$ cat src/rtl/dcache_pkg.sv
`default_nettype none
// ============================================================================
//  Module      : dcache_pkg
//  Description : Shared types and field-width constants for the direct-mapped
//                write-through data cache.
//                  - state_e    : controller FSM states (IDLE, FILL, WRITE)
//                  - fld_w()    : width of an address field indexing 'count'
//                  - c_DEF_*    : default geometry and derived field widths
//  Revision    : 1.0  initial release
// ============================================================================
package dcache_pkg;

    typedef enum logic [1:0] {
        S_IDLE  = 2'd0,
        S_FILL  = 2'd1,
        S_WRITE = 2'd2
    } state_e;

    // Byte-within-word bits of every address; always ignored by the cache.
    localparam int c_BYTE_W = 2;

    // Width of an address field that selects one of 'count' items.
    function automatic int fld_w(input int count);
        return $clog2(count);
    endfunction

    localparam int c_DEF_N     = 32;
    localparam int c_DEF_LINES = 8;
    localparam int c_DEF_WORDS = 4;
    localparam int c_DEF_OFF_W = fld_w(c_DEF_WORDS);
    localparam int c_DEF_IDX_W = fld_w(c_DEF_LINES);
    localparam int c_DEF_TAG_W = c_DEF_N - c_DEF_IDX_W - c_DEF_OFF_W - c_BYTE_W;

endpackage : dcache_pkg
`default_nettype wire

$ cat src/rtl/dcache_array.sv
`default_nettype none
// ============================================================================
//  Module      : dcache_array
//  Description : Valid/tag/data storage for the direct-mapped cache.
//                One synchronous write port, one combinational read port.
//  Ports       : clk, reset (async, active low; clears valid bits only)
//                rd_idx/rd_off   -> rd_valid, rd_tag, rd_word
//                wr_en, wr_idx, wr_off, wr_word : word write
//                wr_fill_done, wr_tag           : with wr_en, mark line valid
//  Revision    : 1.0  initial release
// ============================================================================
module dcache_array
    import dcache_pkg::*;
#(
    parameter int n     = c_DEF_N,
    parameter int LINES = c_DEF_LINES,
    parameter int WORDS = c_DEF_WORDS
) (
    input  logic                                        clk,
    input  logic                                        reset,
    input  logic [fld_w(LINES)-1:0]                     rd_idx,
    input  logic [fld_w(WORDS)-1:0]                     rd_off,
    output logic                                        rd_valid,
    output logic [n-fld_w(LINES)-fld_w(WORDS)-c_BYTE_W-1:0] rd_tag,
    output logic [n-1:0]                                rd_word,
    input  logic                                        wr_en,
    input  logic [fld_w(LINES)-1:0]                     wr_idx,
    input  logic [fld_w(WORDS)-1:0]                     wr_off,
    input  logic [n-1:0]                                wr_word,
    input  logic                                        wr_fill_done,
    input  logic [n-fld_w(LINES)-fld_w(WORDS)-c_BYTE_W-1:0] wr_tag
);

    localparam int c_IDX_W = fld_w(LINES);
    localparam int c_OFF_W = fld_w(WORDS);
    localparam int c_TAG_W = n - c_IDX_W - c_OFF_W - c_BYTE_W;

    logic [LINES-1:0]   r_valid;
    logic [c_TAG_W-1:0] r_tag  [LINES];
    logic [n-1:0]       r_data [LINES*WORDS];

    // Only the valid bits need reset; stale tags/data are masked by valid=0.
    always_ff @(posedge clk or negedge reset) begin
        if (!reset) begin
            r_valid <= '0;
        end else if (wr_en && wr_fill_done) begin
            r_valid[wr_idx] <= 1'b1;
        end
    end

    always_ff @(posedge clk) begin
        if (wr_en) begin
            r_data[{wr_idx, wr_off}] <= wr_word;
        end
        if (wr_en && wr_fill_done) begin
            r_tag[wr_idx] <= wr_tag;
        end
    end

    assign rd_valid = r_valid[rd_idx];
    assign rd_tag   = r_tag[rd_idx];
    assign rd_word  = r_data[{rd_idx, rd_off}];

endmodule : dcache_array
`default_nettype wire

$ cat src/rtl/dcache_ctrl.sv
`default_nettype none
// ============================================================================
//  Module      : dcache_ctrl
//  Description : Direct-mapped, write-through, no-write-allocate,
//                read-allocate data cache controller.
//  Ports       : clk, reset (async, active low)
//                cpu_re, cpu_we, cpu_addr, cpu_wdata -> cpu_rdata, stall
//                mem_req, mem_we, mem_addr, mem_wdata <- mem_rdata, mem_ready
//  Revision    : 1.0  initial release
// ============================================================================
module dcache_ctrl
    import dcache_pkg::*;
#(
    parameter int n     = c_DEF_N,
    parameter int LINES = c_DEF_LINES,
    parameter int WORDS = c_DEF_WORDS
) (
    input  logic         clk,
    input  logic         reset,
    input  logic         cpu_re,
    input  logic         cpu_we,
    input  logic [n-1:0] cpu_addr,
    input  logic [n-1:0] cpu_wdata,
    output logic [n-1:0] cpu_rdata,
    output logic         stall,
    output logic         mem_req,
    output logic         mem_we,
    output logic [n-1:0] mem_addr,
    output logic [n-1:0] mem_wdata,
    input  logic [n-1:0] mem_rdata,
    input  logic         mem_ready
);

    localparam int c_IDX_W = fld_w(LINES);
    localparam int c_OFF_W = fld_w(WORDS);
    localparam int c_TAG_W = n - c_IDX_W - c_OFF_W - c_BYTE_W;
    localparam logic [c_OFF_W-1:0] c_LAST_BEAT = c_OFF_W'(WORDS - 1);

    state_e             r_state;
    logic [c_OFF_W-1:0] r_beat;

    logic [c_OFF_W-1:0] w_off;
    logic [c_IDX_W-1:0] w_idx;
    logic [c_TAG_W-1:0] w_tag;
    logic               w_rd_valid;
    logic [c_TAG_W-1:0] w_rd_tag;
    logic [n-1:0]       w_rd_word;
    logic               w_hit;
    logic               w_last_beat;

    logic               w_wr_en;
    logic [c_OFF_W-1:0] w_wr_off;
    logic [n-1:0]       w_wr_word;
    logic               w_fill_done;

    // Byte-lane bits never matter to a word-granular cache.
    logic w_unused;
    assign w_unused = &{1'b0, cpu_addr[c_BYTE_W-1:0]};

    assign w_off       = cpu_addr[c_BYTE_W +: c_OFF_W];
    assign w_idx       = cpu_addr[c_BYTE_W + c_OFF_W +: c_IDX_W];
    assign w_tag       = cpu_addr[n-1 -: c_TAG_W];
    assign w_hit       = w_rd_valid && (w_rd_tag == w_tag);
    assign w_last_beat = (r_beat == c_LAST_BEAT);

    dcache_array #(
        .n     (n),
        .LINES (LINES),
        .WORDS (WORDS)
    ) u_array (
        .clk          (clk),
        .reset        (reset),
        .rd_idx       (w_idx),
        .rd_off       (w_off),
        .rd_valid     (w_rd_valid),
        .rd_tag       (w_rd_tag),
        .rd_word      (w_rd_word),
        .wr_en        (w_wr_en),
        .wr_idx       (w_idx),
        .wr_off       (w_wr_off),
        .wr_word      (w_wr_word),
        .wr_fill_done (w_fill_done),
        .wr_tag       (w_tag)
    );

    // Outputs are decoded from the current state so that a hit answers in
    // the same cycle and a miss stalls the datapath immediately.
    always_comb begin
        cpu_rdata   = '0;
        stall       = 1'b0;
        mem_req     = 1'b0;
        mem_we      = 1'b0;
        mem_addr    = '0;
        mem_wdata   = '0;
        w_wr_en     = 1'b0;
        w_wr_off    = w_off;
        w_wr_word   = cpu_wdata;
        w_fill_done = 1'b0;
        case (r_state)
            S_IDLE: begin
                if (cpu_we) begin
                    stall = 1'b1;
                end else if (cpu_re) begin
                    if (w_hit) begin
                        cpu_rdata = w_rd_word;
                    end else begin
                        stall = 1'b1;
                    end
                end
            end
            S_FILL: begin
                stall       = 1'b1;
                mem_req     = 1'b1;
                mem_addr    = {w_tag, w_idx, r_beat, {c_BYTE_W{1'b0}}};
                w_wr_en     = mem_ready;
                w_wr_off    = r_beat;
                w_wr_word   = mem_rdata;
                w_fill_done = w_last_beat;
            end
            S_WRITE: begin
                stall     = !mem_ready;
                mem_req   = 1'b1;
                mem_we    = 1'b1;
                mem_addr  = {cpu_addr[n-1:c_BYTE_W], {c_BYTE_W{1'b0}}};
                mem_wdata = cpu_wdata;
                // No-write-allocate: only a resident line is updated.
                w_wr_en   = mem_ready && w_hit;
            end
            default: begin
                stall = 1'b0;
            end
        endcase
    end

    always_ff @(posedge clk or negedge reset) begin
        if (!reset) begin
            r_state <= S_IDLE;
            r_beat  <= '0;
        end else begin
            case (r_state)
                S_IDLE: begin
                    if (cpu_we) begin
                        r_state <= S_WRITE;
                    end else if (cpu_re && !w_hit) begin
                        r_state <= S_FILL;
                        r_beat  <= '0;
                    end
                end
                S_FILL: begin
                    if (mem_ready) begin
                        if (w_last_beat) begin
                            r_beat  <= '0;
                            r_state <= S_IDLE;
                        end else begin
                            r_beat <= r_beat + 1'b1;
                        end
                    end
                end
                S_WRITE: begin
                    if (mem_ready) begin
                        r_state <= S_IDLE;
                    end
                end
                default: begin
                    r_state <= S_IDLE;
                end
            endcase
        end
    end

endmodule : dcache_ctrl
`default_nettype wire

$ cat config.mk
export PLATFORM = sky130hd
export DESIGN_NAME = dcache_ctrl
export DESIGN_NICKNAME = d
export VERILOG_FILES = /design/src/rtl/dcache_pkg.sv /design/src/rtl/dcache_array.sv /design/src/rtl/dcache_ctrl.sv
export SDC_FILE = /design/constraint.sdc
export NUM_CORES = 1
export LEC_CHECK = 0
export BUFFER_PORTS_ARGS = -buffer_cell sky130_fd_sc_hd__buf_2
export CAP_MARGIN = 10
export CORE_MARGIN = 4
export CORE_UTILIZATION = 47
export CTS_CLUSTER_SIZE = 24
export DETAILED_ROUTE_END_ITERATION = 7
export HOLD_SLACK_MARGIN = 0.05
export PLACE_DENSITY_LB_ADDON = 0.1
export REMOVE_ABC_BUFFERS = 1
export SLEW_MARGIN = 20
export SYNTH_ARGS = -nofsm -noshare
export SYNTH_HDL_FRONTEND = slang
export SYNTH_SLANG_ARGS = --single-unit
$ cat constraint.sdc
create_clock -name clk -period 6 [get_ports clk]
set_input_delay 0.3 -clock clk [delete_from_list [all_inputs] [get_ports clk]]
set_output_delay 0.3 -clock clk [all_outputs]
set_load 0.01 [all_outputs]
### After elaboration in Yosys (flattened, before gate mapping)

Memories as Yosys holds them, arrays and structs flattened.
Cells that the tools add are included.

* add/subtract/negate cells: 1
* order comparisons: 2
* eq/ne operators: 10
* muxes and demuxes: 35
* bitwise operators: 1
* reduce and logical (&&, ||, !) cells: 12

Operators with widths (count)
* 32-bit two-way mux: 6
* 32-bit one-hot mux with 2 select lines: 1
* 25-bit equality test: 1
* 2-bit two-way mux: 10
* 1-bit two-way mux: 12
* 2-bit != test, second input constant: 5
* 8-bit bitwise OR: 1
* 4-bit AND reduction: 2
* 2-bit one-hot mux with 3 select lines: 1
* 1-bit logical AND: 5
* 2-bit equality test, second input constant: 2
* 3-bit by 4-bit < comparator with 1-bit output, second input constant: 1
* 2-bit one-hot mux with 2 select lines: 1
* 1-bit binary-select mux with 3-bit select: 1
* 1-bit demux with 3-bit select: 1
* 3-bit by 1-bit >= comparator with 1-bit output, second input constant: 1
* 3-bit != test, second input constant: 1
* 1-bit one-hot mux with 3 select lines: 1
* 2-bit by 1-bit adder with 2-bit output, second input constant: 1
* 2-bit by 1-bit equality test with 1-bit output, second input constant: 1
* 1-bit logical NOT: 2
* 2-bit logical NOT: 1
* 1-bit one-hot mux with 2 select lines: 1
* 2-bit nonzero test: 1
* 2-bit OR reduction: 1

* register bits after elaboration: 12
* memory bits (writable): 1224
* input bits: 101
* output and inout bits: 99
* logic and storage cells: 66
* memories kept: 2

Memory list
* u_array.r_data: depth 32, width 32, read ports 1, clocked after Yosys merged registers in 0, write ports 1, line dcache_array.sv:40 `logic [n-1:0] r_data [LINES*WORDS];`
* u_array.r_tag: depth 8, width 25, read ports 1, clocked after Yosys merged registers in 0, write ports 1, line dcache_array.sv:39 `logic [c_TAG_W-1:0] r_tag [LINES];`

### Longest topological paths before layout

* depth after elaboration: 8
* gate-level depth with buffers: 12
* gate-level depth less buffers: 8

### Modules after synthesis

Synthesis repeated with hierarchy kept, for this count alone.

* cell total of the unflattened synthesis: 2780
* area total of the unflattened synthesis: 49547.5 sq um

Modules (own cells, without submodules)
* dcache_array: times used 1, cells an instance 2547, area an instance 47763.3 sq um, sequential area each 36955.4 sq um
* dcache_ctrl: times used 1, cells an instance 233, area an instance 1784.2 sq um, sequential area each 100.1 sq um

### Worst setup path before layout

OpenSTA, ideal clock, no wires.

* path type: input-to-reg
* from: input cpu_addr[6]
* to: memory u_array.r_data[0][0] in the netlist's numbering (enable)
* library setup time: 461 ps
* data arrival time: 4457 ps
* required time: 5539 ps
* setup slack: 1082 ps
* stages on the path: 10
* path buffers: 3
* path through: buf_2 > buf_2 > buf_4 > mux4_2 > o21ai_0 > xor2_1 > nand4_1 > and4bb_4 > a31oi_4 > nor3_1

* word-level cells in the longest chain between the ends: 7
* elaborated cells between the ends (all ways): 9
* classes of those cells: eq/ne (1); mux (5); reduce/logical (2); memory (1)

Ends and longest elaborated chain
* from (decl): line dcache_ctrl.sv:22 `input logic [n-1:0] cpu_addr,`
* memory 8 x 25 bit / 1-bit binary-select mux with 3-bit select (equally long branches)
* 25-bit equality test / 1-bit two-way mux (equally long branches): line dcache_ctrl.sv:63, dcache_array.sv:60
* 1-bit logical AND: line dcache_ctrl.sv:63 `assign w_hit = w_rd_valid && (w_rd_tag == w_tag);`
* 1-bit logical AND: line dcache_ctrl.sv:127 `w_wr_en = mem_ready && w_hit;`
* 1-bit one-hot mux with 2 select lines: line dcache_ctrl.sv:99 `case (r_state)`
* 1-bit two-way mux: line dcache_array.sv:52 `if (wr_en) begin`
* 1-bit two-way mux (not written as such): line dcache_array.sv:53 `r_data[{wr_idx, wr_off}] <= wr_word;`
* to (decl): line dcache_array.sv:40

Several ways; a longest one is shown, not always the timed one. The select of a mux whose other input is x is not followed.

### Worst setup path after layout

* from: input cpu_addr[5]
* to: output cpu_rdata[1]

* word-level cells in the longest chain between the ends: 7
* elaborated cells between the ends (all ways): 10
* classes of those cells: eq/ne (1); mux (6); reduce/logical (1); memory (2)

Ends and longest elaborated chain
* memory 8 x 25 bit / 1-bit binary-select mux with 3-bit select (equally long branches)
* 25-bit equality test / 1-bit two-way mux (equally long branches): line dcache_ctrl.sv:63, dcache_array.sv:60
* 1-bit logical AND: line dcache_ctrl.sv:63
* 32-bit two-way mux *: line dcache_ctrl.sv:104 `if (w_hit) begin`
* 32-bit two-way mux *: line dcache_ctrl.sv:103 `end else if (cpu_re) begin`
* 32-bit two-way mux *: line dcache_ctrl.sv:101 `if (cpu_we) begin`
* 32-bit two-way mux *: line dcache_ctrl.sv:99
* to (decl): line dcache_ctrl.sv:24 `output logic [n-1:0] cpu_rdata,`

Every way passes the cells marked *; elsewhere a longest branch is shown, timed or not. The select of a mux whose other input is x is not followed.

==> flow_metrics.env <==
export IMPL_fin_crit_ns=4.467
export IMPL_postRouteAntennaNets=0
export IMPL_fmax_mhz=223.8
export IMPL_crit_required_ns=5.70
export IMPL_cap_violations=0
export IMPL_setup_viol=0
export IMPL_period_share_pct=74.46
export IMPL_syn2layout_area_growth_pct=15.89
export IMPL_overflow=0
export IMPL_cts_htree_levels=4
export IMPL_post_dp_cell_area_um2=51560
export IMPL_cpMostUsedCell="buf_2"
export IMPL_drc=0
export IMPL_endpoint_kind="output port"
export IMPL_vias=23960
export IMPL_totalNegativeSetupSlack_ns=0
export IMPL_wl_per_cell_um=29.75
export IMPL_power_frac_seq_pct=51.1
export IMPL_clk_latency_ns=0.73
export IMPL_clkPwrFrac_pct=39.5
export IMPL_clock_skew_ns=0.02651
export IMPL_utilization_pct=54.91
export IMPL_numCtsBuffers=131
export IMPL_ys_types=62
export IMPL_ctsRootBufferMaster="clkbuf_16"
export IMPL_cts_sinks=1236
export IMPL_n_fill_cell=7877
export IMPL_vias_per_cell=5.954
export IMPL_min_path_type="primary input to flip-flop"
export IMPL_die_area_um2=107900
export IMPL_floorplan_die_height_um=328.5
export IMPL_fp_row_count=117
export IMPL_yosysSeqAreaShare_pct=76.76
export IMPL_cp_slowest_stage_delay_ns=0.57
export IMPL_yosysTopAreaCell="edfxtp_1"
export IMPL_cp_data_arrival_time_ns=4.17
export IMPL_worst_slew_pin_slew_ns=1.138
export IMPL_synthTopCellsByArea="edfxtp_1 76%, mux4_2 13%, mux2i_1 1.4%, o22ai_1 1.2%, and2_1 0.95%"
export IMPL_grt_pass1_wl_um=172700
export IMPL_layout_commonest_cell="edfxtp_1"
export IMPL_crit_chain="buf_2, and2b_1, a221o_1, a211o_1, a31oi_1, nand4_1, nor4_4, buf_4, and3_1, buf_2"
export IMPL_io_pins=200
export IMPL_track_usage_pct=22.38
export IMPL_drt_iter0_markers=2543
export IMPL_swShare_pct=23.21
export IMPL_post_dp_hpwl_um=68970
export IMPL_slew_violations=0
export IMPL_yosys_area_share_simple_pct=3.266
export IMPL_synthXorXnorAreaFrac_pct=0.3991
export IMPL_ys_ff_latch=1236
export IMPL_synth_top_family_by_area="multiplexers"
export IMPL_powerDensity_nw_per_um2=348.1
export IMPL_cp_slowest_cell="and2b_1"
export IMPL_post_cts_buffers=0
export IMPL_cp_start_kind="primary input"
export IMPL_yosys_warnings=0
export IMPL_coreArea_um2=101900
export IMPL_grt_setup_unrepaired="no"
export IMPL_clkTransAtPathRegs_ns=0.06
export IMPL_synth_edf_count=1224
export IMPL_status="finished clean"
export IMPL_die_width_um=328.5
export IMPL_n_antenna_cell=0
export IMPL_crit_type="primary input to output port"
export IMPL_critPathMaxFanout=32
export IMPL_async_flop_share_pct=0.9709
export IMPL_wl_um=119700
export IMPL_leakagePower_nw=18.44
export IMPL_nets=2663
export IMPL_first_global_vias=24640
export IMPL_initial_core_util_pct=47.38
export IMPL_syn_area_um2=48280
export IMPL_io_buffers=195
export IMPL_synth_flop_cell="edfxtp_1"
export IMPL_peakVddDrop_uv=217.8
export IMPL_clock_path_buffers=3
export IMPL_first_pass_iters=5
export IMPL_final_area_um2=55940
export IMPL_synth_compound_area_share_pct=2.348
export IMPL_comb_power_share_pct=9.4
export IMPL_synth_top_cell_area_share_pct=76.14
export IMPL_hold_viol_final=0
export IMPL_layout_common_cells="1224 x edfxtp_1, 283 x mux4_2, 191 x buf_2"
export IMPL_synth_area_mux_share_pct=15.72
export IMPL_cts_tree="built"
export IMPL_p_int_mw=14.95
export IMPL_postSynthAreaPerCell_um2=21.60
export IMPL_synthAdderAreaFrac_pct=0.1296
export IMPL_slew_headroom_pct=24.15
export IMPL_postSynthCellCount=2235
export IMPL_place_congestion=0.7818
export IMPL_grt_max_degree=132
export IMPL_antenna_found_initial=2
export IMPL_power_switching_mw=4.519
export IMPL_layout_drive_gt1_share_pct=32.07
metrics by stage:
stage / hold WS [ns] / std cells / worst slack (ns) / power [mW]
after floorplan: 0.004409 / 2105 / 0.5546 / 11.07
after global placement: 0.1912 / 3759 / 1.092 / 11.91
after detailed placement: 0.1981 / 3761 / 1.083 / 11.98
after CTS: 0.1051 / 4025 / 1.474 / 19.67
after global routing: 0.1637 / 4025 / 1.339 / 20.16
final: 0.1666 / 4025 / 1.533 / 19.47
cells in the mapped netlist, drive strengths merged (4+ instances only):
library cell / n
a211oi: 24
a21oi: 7
a22oi: 5
and2: 73
and3: 21
buf: 54
clkbuf: 77
dfrtp: 12
edfxtp: 1224
ha: 5
inv: 14
mux2: 39
mux2i: 67
mux4: 287
nand2: 56
nand2b: 5
nand3: 24
nor2: 19
nor2b: 6
nor3: 34
nor4: 17
o21ai: 4
o22ai: 91
or2: 8
xnor2: 20
critical path, delay by kind of cell:
kind / cells / cell delay, ns
AO/OA/AOI/OAI: 3 / 1.02
AND/OR/NAND/NOR: 4 / 1.62
buffers and inverters: 3 / 1.18
registers in the layout, summed over array words and instances, names as in the netlist:
register	count
r_beat	2
r_state	2
u_array.r_data	1024
u_array.r_tag	200
u_array.r_valid	8
cells by family after synthesis:
kind of cell / Yosys count
AOI/OAI and AO/OA: 162
xor gates and xnor gates: 22
adders and majority gates: 5
buffers and inverters: 145
DFF: 1236
muxes: 393
other: 1
and+or+nand+nor: 271
power by group through the flow:
stage          combinational, mW  sequential, mW  clock (mW)
5_1_grt                     1.99            9.95        8.23
4_1_cts                     1.87            9.95        7.85
6_report                    1.83            9.95        7.69
3_3_place_gp                1.78            10.1           0
3_5_place_dp                1.84            10.1           0
2_1_floorplan              0.947            10.1           0
final timing paths:
kind	start	to	slack (ns)	depth (start not counted)
max in group asynchronous	reset	u_array.r_valid[0]	4.90	3
max reg2reg	r_state[1]	u_array.r_data[31][8]	1.90	7
min in group asynchronous	reset	u_array.r_valid[5]	0.72	3
min reg2reg	u_array.r_valid[1]	u_array.r_valid[1]	0.46	2
max	cpu_addr[5]	cpu_rdata[1]	1.53	10
min	mem_ready	r_beat[0]	0.17	5
final cells by class:
class,instances,area [um^2],area share (%)
inverters,14,52.55,0.09393
clock buffers,164,3508,6.271
multi-input cells,855,10850,19.40
flip-flops and latches,1236,37060,66.24
repair buffers,319,2200,3.932
clock inverters,69,563.0,1.006
well taps,1368,1712,3.060
routing by layer:
metal	up-vias	global-route usage, %	share of wire [%]
met3	155	3.375	5.9
met2	791	37.49	50
li1	10050	-	-
met5	-	0	0
met1	12960	31.54	42
met4	0	4.972	1.7
what timing repair did:
item	4_1_cts	5_1_grt
hold buffers	31	0
setup endpoints to repair	0	0
endpoints found under the hold margin	216	0
gates resized for setup	0	0
(Power assumes the default switching activity.)
